===== src/rtl/column_renderer.sv =====
// column_renderer: walks every pixel of a latched column of square cells, one pixel per clock.
// Optional macro COLUMN_RENDERER_SKIP_EMPTY_EN: cells with code 00 take one blank cycle instead of being drawn.
`default_nettype none

module column_renderer #(
    parameter int NUM_CELLS    = 14,
    parameter int CELL_BITS    = 2,
    parameter int CELL_SIZE    = 8,
    parameter int X_WIDTH      = 8,
    parameter int Y_WIDTH      = 7,
    parameter int COLOUR_WIDTH = 3
) (
    input  logic                           clk,
    input  logic                           reset,
    input  logic                           start,
    input  logic [NUM_CELLS*CELL_BITS-1:0] column_data,
    input  logic [X_WIDTH-1:0]             x_origin,
    output logic [X_WIDTH-1:0]             x,
    output logic [Y_WIDTH-1:0]             y,
    output logic [COLOUR_WIDTH-1:0]        colour,
    output logic                           plot,
    output logic                           busy,
    output logic                           done
);

    localparam int PW = (CELL_SIZE > 1) ? $clog2(CELL_SIZE) : 1;
    localparam int CW = (NUM_CELLS > 1) ? $clog2(NUM_CELLS) : 1;
    localparam logic [PW-1:0] PX_MAX    = PW'(CELL_SIZE - 1);
    localparam logic [CW-1:0] CELL_LAST = CW'(NUM_CELLS - 1);

    typedef enum logic [1:0] {
        IDLE = 2'd0,
        DRAW = 2'd1,
        DONE = 2'd2
    } state_t;

    state_t                           state_q;
    logic [NUM_CELLS*CELL_BITS-1:0]   data_q;
    logic [X_WIDTH-1:0]               xorg_q;
    logic [PW-1:0]                    px_q, py_q;
    logic [CW-1:0]                    cell_q;
    logic [X_WIDTH-1:0]               x_q;
    logic [Y_WIDTH-1:0]               y_q;
    logic [COLOUR_WIDTH-1:0]          colour_q;
    logic                             plot_q, busy_q, done_q;

    logic [PW-1:0]                    px_d, py_d;
    logic [CW-1:0]                    cell_d;
    logic                             cell_end_d, last_d, skip_now_d, draw_d, plot0_d;
    logic [CELL_BITS-1:0]             code_d, code0_d;

    function automatic logic [CELL_BITS-1:0] cell_code(
        input logic [NUM_CELLS*CELL_BITS-1:0] data,
        input logic [CW-1:0]                  idx
    );
        return data[int'(idx)*CELL_BITS +: CELL_BITS];
    endfunction

    function automatic logic [COLOUR_WIDTH-1:0] palette(input logic [CELL_BITS-1:0] code);
        case (code)
            CELL_BITS'(1): return COLOUR_WIDTH'(3'b010);
            CELL_BITS'(2): return COLOUR_WIDTH'(3'b100);
            default:       return COLOUR_WIDTH'(3'b011);
        endcase
    endfunction

    always_comb begin
        px_d       = px_q + PW'(1);
        py_d       = py_q;
        cell_d     = cell_q;
        cell_end_d = 1'b0;
        code0_d    = column_data[CELL_BITS-1:0];
`ifdef COLUMN_RENDERER_SKIP_EMPTY_EN
        // An empty cell is only ever entered at px=py=0, so its one blank cycle ends it.
        skip_now_d = (cell_code(data_q, cell_q) == '0);
        plot0_d    = (code0_d != '0);
`else
        skip_now_d = 1'b0;
        plot0_d    = 1'b1;
`endif
        if (skip_now_d || (px_q == PX_MAX && py_q == PX_MAX)) begin
            px_d       = '0;
            py_d       = '0;
            cell_d     = cell_q + CW'(1);
            cell_end_d = 1'b1;
        end else if (px_q == PX_MAX) begin
            px_d = '0;
            py_d = py_q + PW'(1);
        end
        last_d = cell_end_d && (cell_q == CELL_LAST);
        code_d = cell_code(data_q, last_d ? cell_q : cell_d);
`ifdef COLUMN_RENDERER_SKIP_EMPTY_EN
        draw_d = (code_d != '0);
`else
        draw_d = 1'b1;
`endif
    end

    always_ff @(posedge clk or negedge reset) begin
        if (!reset) begin
            state_q  <= IDLE;
            data_q   <= '0;
            xorg_q   <= '0;
            px_q     <= '0;
            py_q     <= '0;
            cell_q   <= '0;
            x_q      <= '0;
            y_q      <= '0;
            colour_q <= '0;
            plot_q   <= 1'b0;
            busy_q   <= 1'b0;
            done_q   <= 1'b0;
        end else begin
            done_q <= 1'b0;
            case (state_q)
                IDLE, DONE: begin
                    if (start) begin
                        state_q <= DRAW;
                        data_q  <= column_data;
                        xorg_q  <= x_origin;
                        px_q    <= '0;
                        py_q    <= '0;
                        cell_q  <= '0;
                        busy_q  <= 1'b1;
                        plot_q  <= plot0_d;
                        if (plot0_d) begin
                            x_q      <= x_origin;
                            y_q      <= '0;
                            colour_q <= palette(code0_d);
                        end
                    end else begin
                        state_q <= IDLE;
                        busy_q  <= 1'b0;
                        plot_q  <= 1'b0;
                    end
                end
                DRAW: begin
                    if (last_d) begin
                        state_q <= DONE;
                        busy_q  <= 1'b0;
                        plot_q  <= 1'b0;
                        done_q  <= 1'b1;
                    end else begin
                        px_q   <= px_d;
                        py_q   <= py_d;
                        cell_q <= cell_d;
                        plot_q <= draw_d;
                        // Outputs are computed one cycle ahead so they line up with plot.
                        if (draw_d) begin
                            x_q      <= xorg_q + X_WIDTH'(px_d);
                            y_q      <= Y_WIDTH'(int'(cell_d) * CELL_SIZE + int'(py_d));
                            colour_q <= palette(code_d);
                        end
                    end
                end
                default: begin
                    state_q <= IDLE;
                    busy_q  <= 1'b0;
                    plot_q  <= 1'b0;
                end
            endcase
        end
    end

    assign x      = x_q;
    assign y      = y_q;
    assign colour = colour_q;
    assign plot   = plot_q;
    assign busy   = busy_q;
    assign done   = done_q;

endmodule

`default_nettype wire


===== config.mk =====
export PLATFORM = sky130hd
export DESIGN_NAME = column_renderer
export DESIGN_NICKNAME = d
export VERILOG_FILES = /design/src/rtl/column_renderer.sv
export SDC_FILE = /design/constraint.sdc
export NUM_CORES = 1
export LEC_CHECK = 0
export CAP_MARGIN = 10
export CORE_ASPECT_RATIO = 1.1
export CORE_UTILIZATION = 52
export CTS_CLUSTER_SIZE = 8
export DETAILED_ROUTE_END_ITERATION = 16
export GPL_TIMING_DRIVEN = 0
export PLACE_DENSITY = 0.87
export SLEW_MARGIN = 20
export SYNTH_ARGS = -nofsm -noshare
export SYNTH_HDL_FRONTEND = slang
export SYNTH_SLANG_ARGS = --single-unit

===== constraint.sdc =====
create_clock -name clk -period 4.05 [get_ports clk]
set_clock_uncertainty 0.05 [all_clocks]
set_input_delay 0.405 -clock clk [delete_from_list [all_inputs] [get_ports clk]]
set_output_delay 0.405 -clock clk [all_outputs]
set_load 0.1 [all_outputs]

==> results.txt, run 1 <==
The endpoint identified for the worst register-to-register timing path is colour[0]. Per report_power, the combinational group accounts for 49.8% of the total. By instance count, the cell type seen most on the critical path is sky130_fd_sc_hd__ha_1. The synthesis-stage register bit count works out to 66. The final worst-path cycle share is 76.0%.

In this run, the clock network consumes 17.7% of the power. The sequential power share is 32.5%. The post-synth net total was 426; the combined area of all synthesized cells was 0.00331 sq mm.

The tools report the met3 wire length as 403 microns. The horizontal extent of the die was 78.1 microns; the all-layer global routing usage was 26.8%. Number of cells on the worst hold path: 2. In this run the most critical hold path is launched from x[6].

The flow ran to the end, but the final reports show violations. The signal on the critical path passes through ha_1, ha_1, buf_2, nand3b_2, o211a_1, buf_6, mux4_2, o221a_1, a211oi_2, ha_1, nand2_1, a31oi_1. Endpoint type of the worst setup path: a flop.

STA puts the critical path data required time at 4.22 ns. The tools report the number of clock sinks as 66. The highest net fanout along the worst path is 9, and the signal arrival time at the worst endpoint is 3.24 ns.

Setup repair after global routing left no endpoint under its margin. Across the run, the number of max-cap violations was 0. The proportion of synthesized flip-flops having asynchronous set or reset is 100%. Detailed-routing iteration count for the pre-antenna-repair pass: 11. The mean area per synthesized cell works out to 8.90 sq um. The post-route netlist has 5.36% of its cells at a drive strength greater than 1. The worst slew margin relative to its limit was 35.0%; the initial cell density of the core was 53.8%. The depth of the most critical reg-to-reg path is 12, and the routability congestion estimate from global placement is 0.868.

The number of buffers added by the clock tree synthesis step is 9, and the post-synthesis sequential area ratio is 49.9%. Counting flops with a built-in enable in the synthesized netlist gives 0. The core region is 0.00616 sq mm. Based on the critical path, the design can be clocked at up to 325 MHz.

The clock passes through at most 2 buffers. The final period demand of the worst path is 3.08 ns. CTS placed an instance of sky130_fd_sc_hd__clkbuf_8 at the clock tree root. In the synthesized netlist the dominant register cell turns out to be sky130_fd_sc_hd__dfrtp_1.

Synthesis produced a netlist whose cell count is 372. In the final design database the tool counted 498 nets. Clock-pin slew was measured on the worst setup and hold paths at 0.07 ns. The library cell used most frequently in the layout, excluding fill and tap cells, is sky130_fd_sc_hd__nand2_1. The floorplan step defined a die boundary enclosing 0.00669 sq mm. The routed metal-1 wire length was 3.40 mm. The final reports fail on design-rule violations.

After legalization and detailed placement, the total HPWL measured 5.81 mm. The final-report hold violation count is 0, and the total buffers and inverters traversed by the critical path is 2. For this design, the slowest cell found on the critical path is sky130_fd_sc_hd__mux4_2. The detailed router used layers up to and including met4. The path with the worst hold slack has its endpoint at x[6]. The later-pin clock latency in the skew report is 0.36 ns, and the remaining antenna violation count is 0. The cell class contributing the biggest share of worst-path delay was compound AO/OA/AOI/OAI gates.

The startpoint kind of the worst setup timing path was a flop. Internal power of the cells: 1.67 mW. The accumulated negative setup slack is 0 ns. The number of gates resized after CTS was 0.

The path class of the tightest hold or removal check is reg -> reg. The worst-case IR drop observed on VDD is 0.523 mV. Synthesis instantiated 42 different standard cells from the library. For the area after detailed placement, the log shows 0.00402 sq mm.

Pin placement for this block handled 60 I/O pins. The pin count of the biggest net entering global routing was 45. The top cell types in the final layout, fill and taps aside, are 139 x sky130_fd_sc_hd__nand2_1, 66 x sky130_fd_sc_hd__dfrtp_1, 58 x sky130_fd_sc_hd__clkdlybuf4s50_1. Using the TritonRoute via totals, the vias-per-cell ratio works out to 5.55.

Relative to the synthesized area, the layout overhead comes to 27.3%. The run gives 2,845 as the via count of the first global-routing pass. The DRC violations left was 1.

For the final global-route overflow total, the log shows 0. The instance count on the critical path works out to 12. TritonCTS built the clock tree. The tools report the worst flop-to-flop path startpoint as py_q[0].

For this design the static power due to leakage is 2.01 nW. The first-pass GRT wire length was 13.6 mm. The met2 wire length is 4.08 mm. The setup slack of the worst register-to-register path came out at 0.97 ns. At the pin with the least slew margin, the transition time is 0.971 ns. The total number of vias is 2,928, and the iteration-0 DRC count of the detailed router is 314. In the final routed layout, each cell accounts on average for 15.5 microns.

Net switching is 46.1% of the power. Of the post-synthesis cell area, the dominant cell type holds 49.9%. By area the synthesized netlist is led by sky130_fd_sc_hd__dfrtp_1 50%, sky130_fd_sc_hd__nand2_1 16%, sky130_fd_sc_hd__ha_1 5.3%, sky130_fd_sc_hd__nor2_1 2.6%, sky130_fd_sc_hd__o21ai_0 2.6%. The die is 85.7 microns tall. The biggest area contributor in the post-synthesis netlist is sky130_fd_sc_hd__dfrtp_1. Row generation in the floorplan step produced 30 rows. After filler insertion, the fill cell instance count of the layout stands at 496. In this run the power density over the cells is 735 mW/mm^2.

Routed wire length: 8.17 mm. Setup violations remaining at the end of the flow were counted as 0. Number of max-slew violations in the final report: 0. The setup path with the least slack is of type reg -> reg. Yosys printed 0 warnings. The tools report the number of diodes as 0. The count of buffers from port buffering works out to 59. The tools report the number of levels the H-tree was split into as 3.

The number of antenna violations at the first check in global routing was 0. The peak per-stage delay on the critical path came out at 0.52 ns. The tools report the switching power as 1.43 mW. The tools report the post-route cell area as 0.00421 sq mm.
-- kinds of logic (layout without fill, tap and decap cells) --
| kind of cell | after synthesis | count (layout) | share of synthesized area, % |
|---|---|---|---|
| xor+xnor | 8 | 8 | 2.12 |
| mux | 8 | 8 | 3.29 |
| fa+ha+maj | 15 | 15 | 5.90 |
| flops | 66 | 66 | 49.9 |
| buf+inv | 25 | 101 | 3.33 |
| compound gates | 51 | 51 | 10.4 |
| simple gates | 199 | 199 | 25.0 |
-- registers in the layout, summed over array words and instances (netlist names) --
name / count
px_q: 3
x: 8
plot: 1
py_q: 2
busy: 1
xorg_q: 8
data_q: 28
state_q: 2
done: 1
colour: 3
y: 5
cell_q: 4
-- how the worst max path moves through the flow --
stage / slack (ns) / end / from
CTS: 0.97 / colour[0] / py_q[0]
global placement: 0.41 / x[3] / reset
floorplan: 0.58 / colour[0] / py_q[0]
detailed placement: 1.0 / colour[0] / py_q[0]
global route: 0.75 / colour[1] / py_q[0]
finish: 0.97 / colour[0] / py_q[0]
-- synth_stat cells (3+ instances only) --
| master | instances |
|---|---|
| sky130_fd_sc_hd__nor2_1 | 23 |
| sky130_fd_sc_hd__a21oi_1 | 8 |
| sky130_fd_sc_hd__nand2_1 | 139 |
| sky130_fd_sc_hd__inv_1 | 7 |
| sky130_fd_sc_hd__mux2i_1 | 6 |
| sky130_fd_sc_hd__xor2_1 | 5 |
| sky130_fd_sc_hd__nor3b_1 | 3 |
| sky130_fd_sc_hd__xnor2_1 | 3 |
| sky130_fd_sc_hd__a31oi_1 | 3 |
| sky130_fd_sc_hd__ha_1 | 14 |
| sky130_fd_sc_hd__dfrtp_1 | 66 |
| sky130_fd_sc_hd__nor3_1 | 5 |
| sky130_fd_sc_hd__clkbuf_1 | 15 |
| sky130_fd_sc_hd__nand3_1 | 16 |
| sky130_fd_sc_hd__o211a_1 | 3 |
| sky130_fd_sc_hd__o21ai_0 | 17 |
| sky130_fd_sc_hd__nor2b_1 | 4 |
-- area by class of cell --
cell class	instances	area, sq um	share of cell area [%]
timing repair buffer	61	618	14.7
multi-input combinational	281	1550	36.7
inverter	7	26.3	0.624
buffer	18	83.8	1.99
clock buffer	12	145	3.45
tap	80	100	2.38
clock inverter	3	40.0	0.950
sequential	66	1650	39.2
-- per-layer routing --
| layer | global-route usage, % | vias to the layer above |
|---|---|---|
| li1 | - | 1379 |
| met1 | 34.0 | 1409 |
| met2 | 43.2 | 111 |
| met3 | 6.38 | 29 |
| met4 | 13.5 | 0 |
| met5 | 0 | - |
-- stage by stage --
stage / instances / util [%] / power [mW] / worst slack, ns / hold WS (ns)
2_1_floorplan: 372 / - / 2.14 / 0.576 / 0.0594
3_3_place_gp: 511 / 65.0 / 2.49 / 0.414 / 0.402
3_5_place_dp: 512 / 65.3 / 2.54 / 0.999 / 0.272
4_1_cts: 528 / 68.4 / 3.08 / 0.974 / 0.421
5_1_grt: 528 / 68.4 / 3.27 / 0.748 / 0.452
6_report: 528 / 68.4 / 3.09 / 0.974 / 0.417
-- power by group through the flow --
stage	combinational [mW]	clock (mW)	sequential (mW)
floorplan	0.638	0	1.51
global placement	1.49	0	1.00
detailed placement	1.52	0	1.01
CTS	1.54	0.540	1.00
global route	1.66	0.579	1.03
finish	1.54	0.547	1.01
-- what timing repair did --
action / in CTS / in global routing
buffers inserted: 0 / 0
hold buffers: 1 / 0
endpoints found under the hold margin: 22 / 0
-- worst min-delay path: stages, from the launching register on --
cell                      delay (ns)
sky130_fd_sc_hd__dfrtp_1        0.34
sky130_fd_sc_hd__nand2_1        0.05
sky130_fd_sc_hd__nand2_1        0.05
(Power assumes the default switching activity.)
==> inputs of run 2 (changes only) <==
--- a/config.mk
+++ b/config.mk
@@ -7,11 +7,11 @@
 export LEC_CHECK = 0
 export CAP_MARGIN = 10
 export CORE_ASPECT_RATIO = 1.1
-export CORE_UTILIZATION = 52
+export CORE_UTILIZATION = 47
 export CTS_CLUSTER_SIZE = 8
 export DETAILED_ROUTE_END_ITERATION = 16
 export GPL_TIMING_DRIVEN = 0
-export PLACE_DENSITY = 0.87
+export PLACE_DENSITY = 0.84
 export SLEW_MARGIN = 20
 export SYNTH_ARGS = -nofsm -noshare
 export SYNTH_HDL_FRONTEND = slang
==> constraint.sdc (replaced) <==
create_clock -name clk -period 2.7 [get_ports clk]
set_clock_uncertainty 0.05 [all_clocks]
set_input_delay 0.27 -clock clk [delete_from_list [all_inputs] [get_ports clk]]
set_output_delay 0.27 -clock clk [all_outputs]
set_load 0.1 [all_outputs]
==> run 2 against run 1 <==
Effect of this change: register-to-register slack got worse by 1.1 ns; cell area grew 3.9%; die area rose by 10%; final cell count up 1.9%; utilization shrank 3.2 points; the run ends with negative setup slack left; power is 56% higher; maximum frequency increased by 7.4%; largest power group unchanged; clock power is 49% higher; worst hold slack got worse by 0.17 ns; critical path depth is the same.
==> results.txt, run 2 (same netlist as run 1, synthesis figures left out) <==
The worst-case IR drop observed on VDD is 0.829 mV. Cell internal power was estimated by the tool at 2.62 mW. The worst setup path is captured at a flop.

Setup violations remaining at the end of the flow were counted as 3. Signal routing reaches up to met4. For this configuration, the core starts out at a cell density of 49.3%. The tools report the iteration-0 DRC count of the detailed router as 177. The clock tree synthesis step divided the H-tree into 3 levels. After detailed placement, the total cell area comes to 0.00407 sq mm. In this run the worst hold path is classified as in -> async.

The total number of vias is 2,970. The number of antenna violations at the first check in global routing is 0, and the number of clock sinks is 66. The die covers 0.00738 sq mm.

The tools report the number of standard cells in the layout, taps in and fillers out as 538. The via count of the first global-routing pass came out at 2,930. The final-report hold violation count was 0; the timing-limited maximum frequency was 349 MHz. Setup repair after global routing could not meet its margin everywhere. Leaving out fill and tap cells, the most frequent cells in the layout are 138 x sky130_fd_sc_hd__nand2_1, 62 x sky130_fd_sc_hd__dfrtp_1, 58 x sky130_fd_sc_hd__clkdlybuf4s50_1.

The horizontal extent of the die works out to 82.0 microns. After detailed routing, the number of remaining DRC violations is 0. Remaining antenna violation count: 0. After floorplanning, the core was divided into 31 placement rows.

Detailed routing placed a total of 463 microns of wire on met3. The clock passes through at most 2 buffers. The final global-route overflow total came out at 0.

For the pin with the worst max-slew slack, the measured transition is 0.991 ns. The tools report the detailed-routing iteration count for the pre-antenna-repair pass as 4. STA puts the critical path data required time at 2.91 ns.

The logs give 4.44 mm for the met2 wire length and 2.04 nW for the static leakage. Power spread over the standard cell area amounts to 1100 mW/mm^2. In this run the power spent charging and discharging nets is 2.21 mW. The number of antenna diodes in the final layout is 0. Global routing used 25.4% of the available tracks across all layers. data_q holds more flip-flops than any other register.

Cells fill 65.2% of the core in the end. The register with the most flip-flops in the layout has 28 of them. In this run the standard cell core region covers 0.00671 sq mm. The highest net fanout along the worst path was 4; the number of top-level pins was 60. In this run the tool buffered the top-level ports with 59 buffer cells.

Routability-driven placement finished with a final weighted congestion of 0.863. The root buffer cell chosen for the clock tree is sky130_fd_sc_hd__clkbuf_8. The number of nets in the finished design came out at 506.

The number of max-slew violations in the final report came out at 0. In the final layout, flip-flops and latches occupy 0.00166 sq mm. The final reports fail on negative setup slack. The clock slew at the register clock pins of the worst setup and hold paths came out at 0.07 ns.

Counting tap cells, the placed design contains a total of 514 instances. The height of the chip was 90.0 microns; the final routed wire length divided by cell count was 16.1 microns. The total power came out at 4.83 mW. The critical path class was reg -> reg.

The worst-case setup margin in the final layout came out at -0.164 ns. TritonCTS built the clock tree. Once detailed placement completed, the half-perimeter wirelength came to 6.15 mm. Cells with a size suffix above 1 make up 10.7% of the layout.

The tools report the later-pin clock latency in the skew report as 0.34 ns. The share of total power in combinational logic came out at 51.7%. The library cell used most frequently in the layout, excluding fill and tap cells, is sky130_fd_sc_hd__nand2_1.

The run gives 0.00438 sq mm as the post-route cell area. Entering global routing, the biggest net connects 57 pins. Of the total power, registers draw 31.5%.

Across the run, the number of max-cap violations was 0. The worst pin sits at a relative slew slack of 33.7%. Filler cell count: 539. The routed metal-1 wire length was 3.49 mm. The first-pass GRT wire length was 13.8 mm. For the accumulated negative setup slack, the log shows -0.392 ns.

After detailed routing, the number of vias per cell comes to 5.52. For this block, the routed nets add up to 8.65 mm of wire. The final worst-path cycle share is 106%, and the area added between synthesis and finish is 32.2%. The signal arrival time at the worst endpoint is 3.07 ns, and the number of buffers added by the clock tree synthesis step is 9. The run finished, with violations left. The final period demand of the worst path was 2.86 ns; the share of total power in the clock network was 16.8%. The footprint of the multi-input gates was 0.00163 sq mm. Net switching is 45.8% of the power. Startpoint kind of the worst setup timing path: a flop.
-- run 2: cell count changes in the layout (fill, tap and decap cells not counted), sizes merged --
cell and delta:
buf +7, clkbuf +1
-- run 2: path summary, 6_finish.rpt --
check | from | end | slack, ns | cells past startpoint
max reg2reg | py_q[0] | colour[0] | -0.16 | 12
min | reset | x[5] | 0.25 | 2
max in group asynchronous | reset | py_q[0] | 1.83 | 3
max | py_q[0] | colour[0] | -0.16 | 12
min in group clk | column_data[15] | data_q[15] | 0.40 | 3
min reg2reg | data_q[16] | data_q[16] | 0.41 | 2
-- run 2: metrics by stage --
step	worst slack [ns]	hold WS, ns
global placement	-1.23	0.400
CTS	-0.225	0.252
finish	-0.164	0.251
floorplan	-0.304	-0.0756
detailed placement	-0.333	0.0709
global route	-0.282	0.273
-- run 2: layout make-up --
| class | instances | area share [%] |
|---|---|---|
| Buffer | 17 | 1.83 |
| Clock buffer | 12 | 3.32 |
| Clock inverter | 3 | 0.915 |
| Inverter | 7 | 0.600 |
| Multi-Input combinational cell | 281 | 37.2 |
| Sequential cell | 66 | 38.0 |
| Tap cell | 82 | 2.34 |
| Timing Repair Buffer | 70 | 15.8 |
-- run 2: critical path, stage by stage (launching register included) --
cell                        delay [ns]
sky130_fd_sc_hd__dfrtp_4          0.49
sky130_fd_sc_hd__ha_4             0.17
sky130_fd_sc_hd__ha_4             0.17
sky130_fd_sc_hd__buf_4            0.14
sky130_fd_sc_hd__a21bo_2          0.21
sky130_fd_sc_hd__o211a_1          0.17
sky130_fd_sc_hd__o21ai_0          0.19
sky130_fd_sc_hd__nand3_1          0.13
sky130_fd_sc_hd__a2111oi_2        0.41
sky130_fd_sc_hd__nor3_1           0.15
sky130_fd_sc_hd__ha_1             0.29
sky130_fd_sc_hd__nand2_1          0.04
sky130_fd_sc_hd__a31oi_1          0.18
-- run 2: timing repair --
| item | 4_1_cts | 5_1_grt |
|---|---|---|
| gates resized for setup | 6 | 11 |
| buffers inserted | 7 | 2 |
| endpoints found under the setup margin | 4 | 11 |
| hold buffers | 1 | 0 |
| hold endpoints to repair | 32 | 0 |
| pin swaps | 4 | 3 |
-- run 2: power by group through the flow --
stage	sequential (mW)	clock, mW	combinational [mW]
6_report	1.52	0.814	2.50
5_1_grt	1.55	0.856	2.68
4_1_cts	1.51	0.817	2.44
3_5_place_dp	1.54	0	2.34
3_3_place_gp	1.52	0	2.24
2_1_floorplan	2.27	0	0.963
-- run 2: metal layers --
| metal | track usage (%) | vias to the layer above |
|---|---|---|
| li1 | - | 1397 |
| met1 | 31.6 | 1448 |
| met2 | 40.9 | 103 |
| met3 | 3.45 | 22 |
| met4 | 15.2 | 0 |
| met5 | 0 | - |
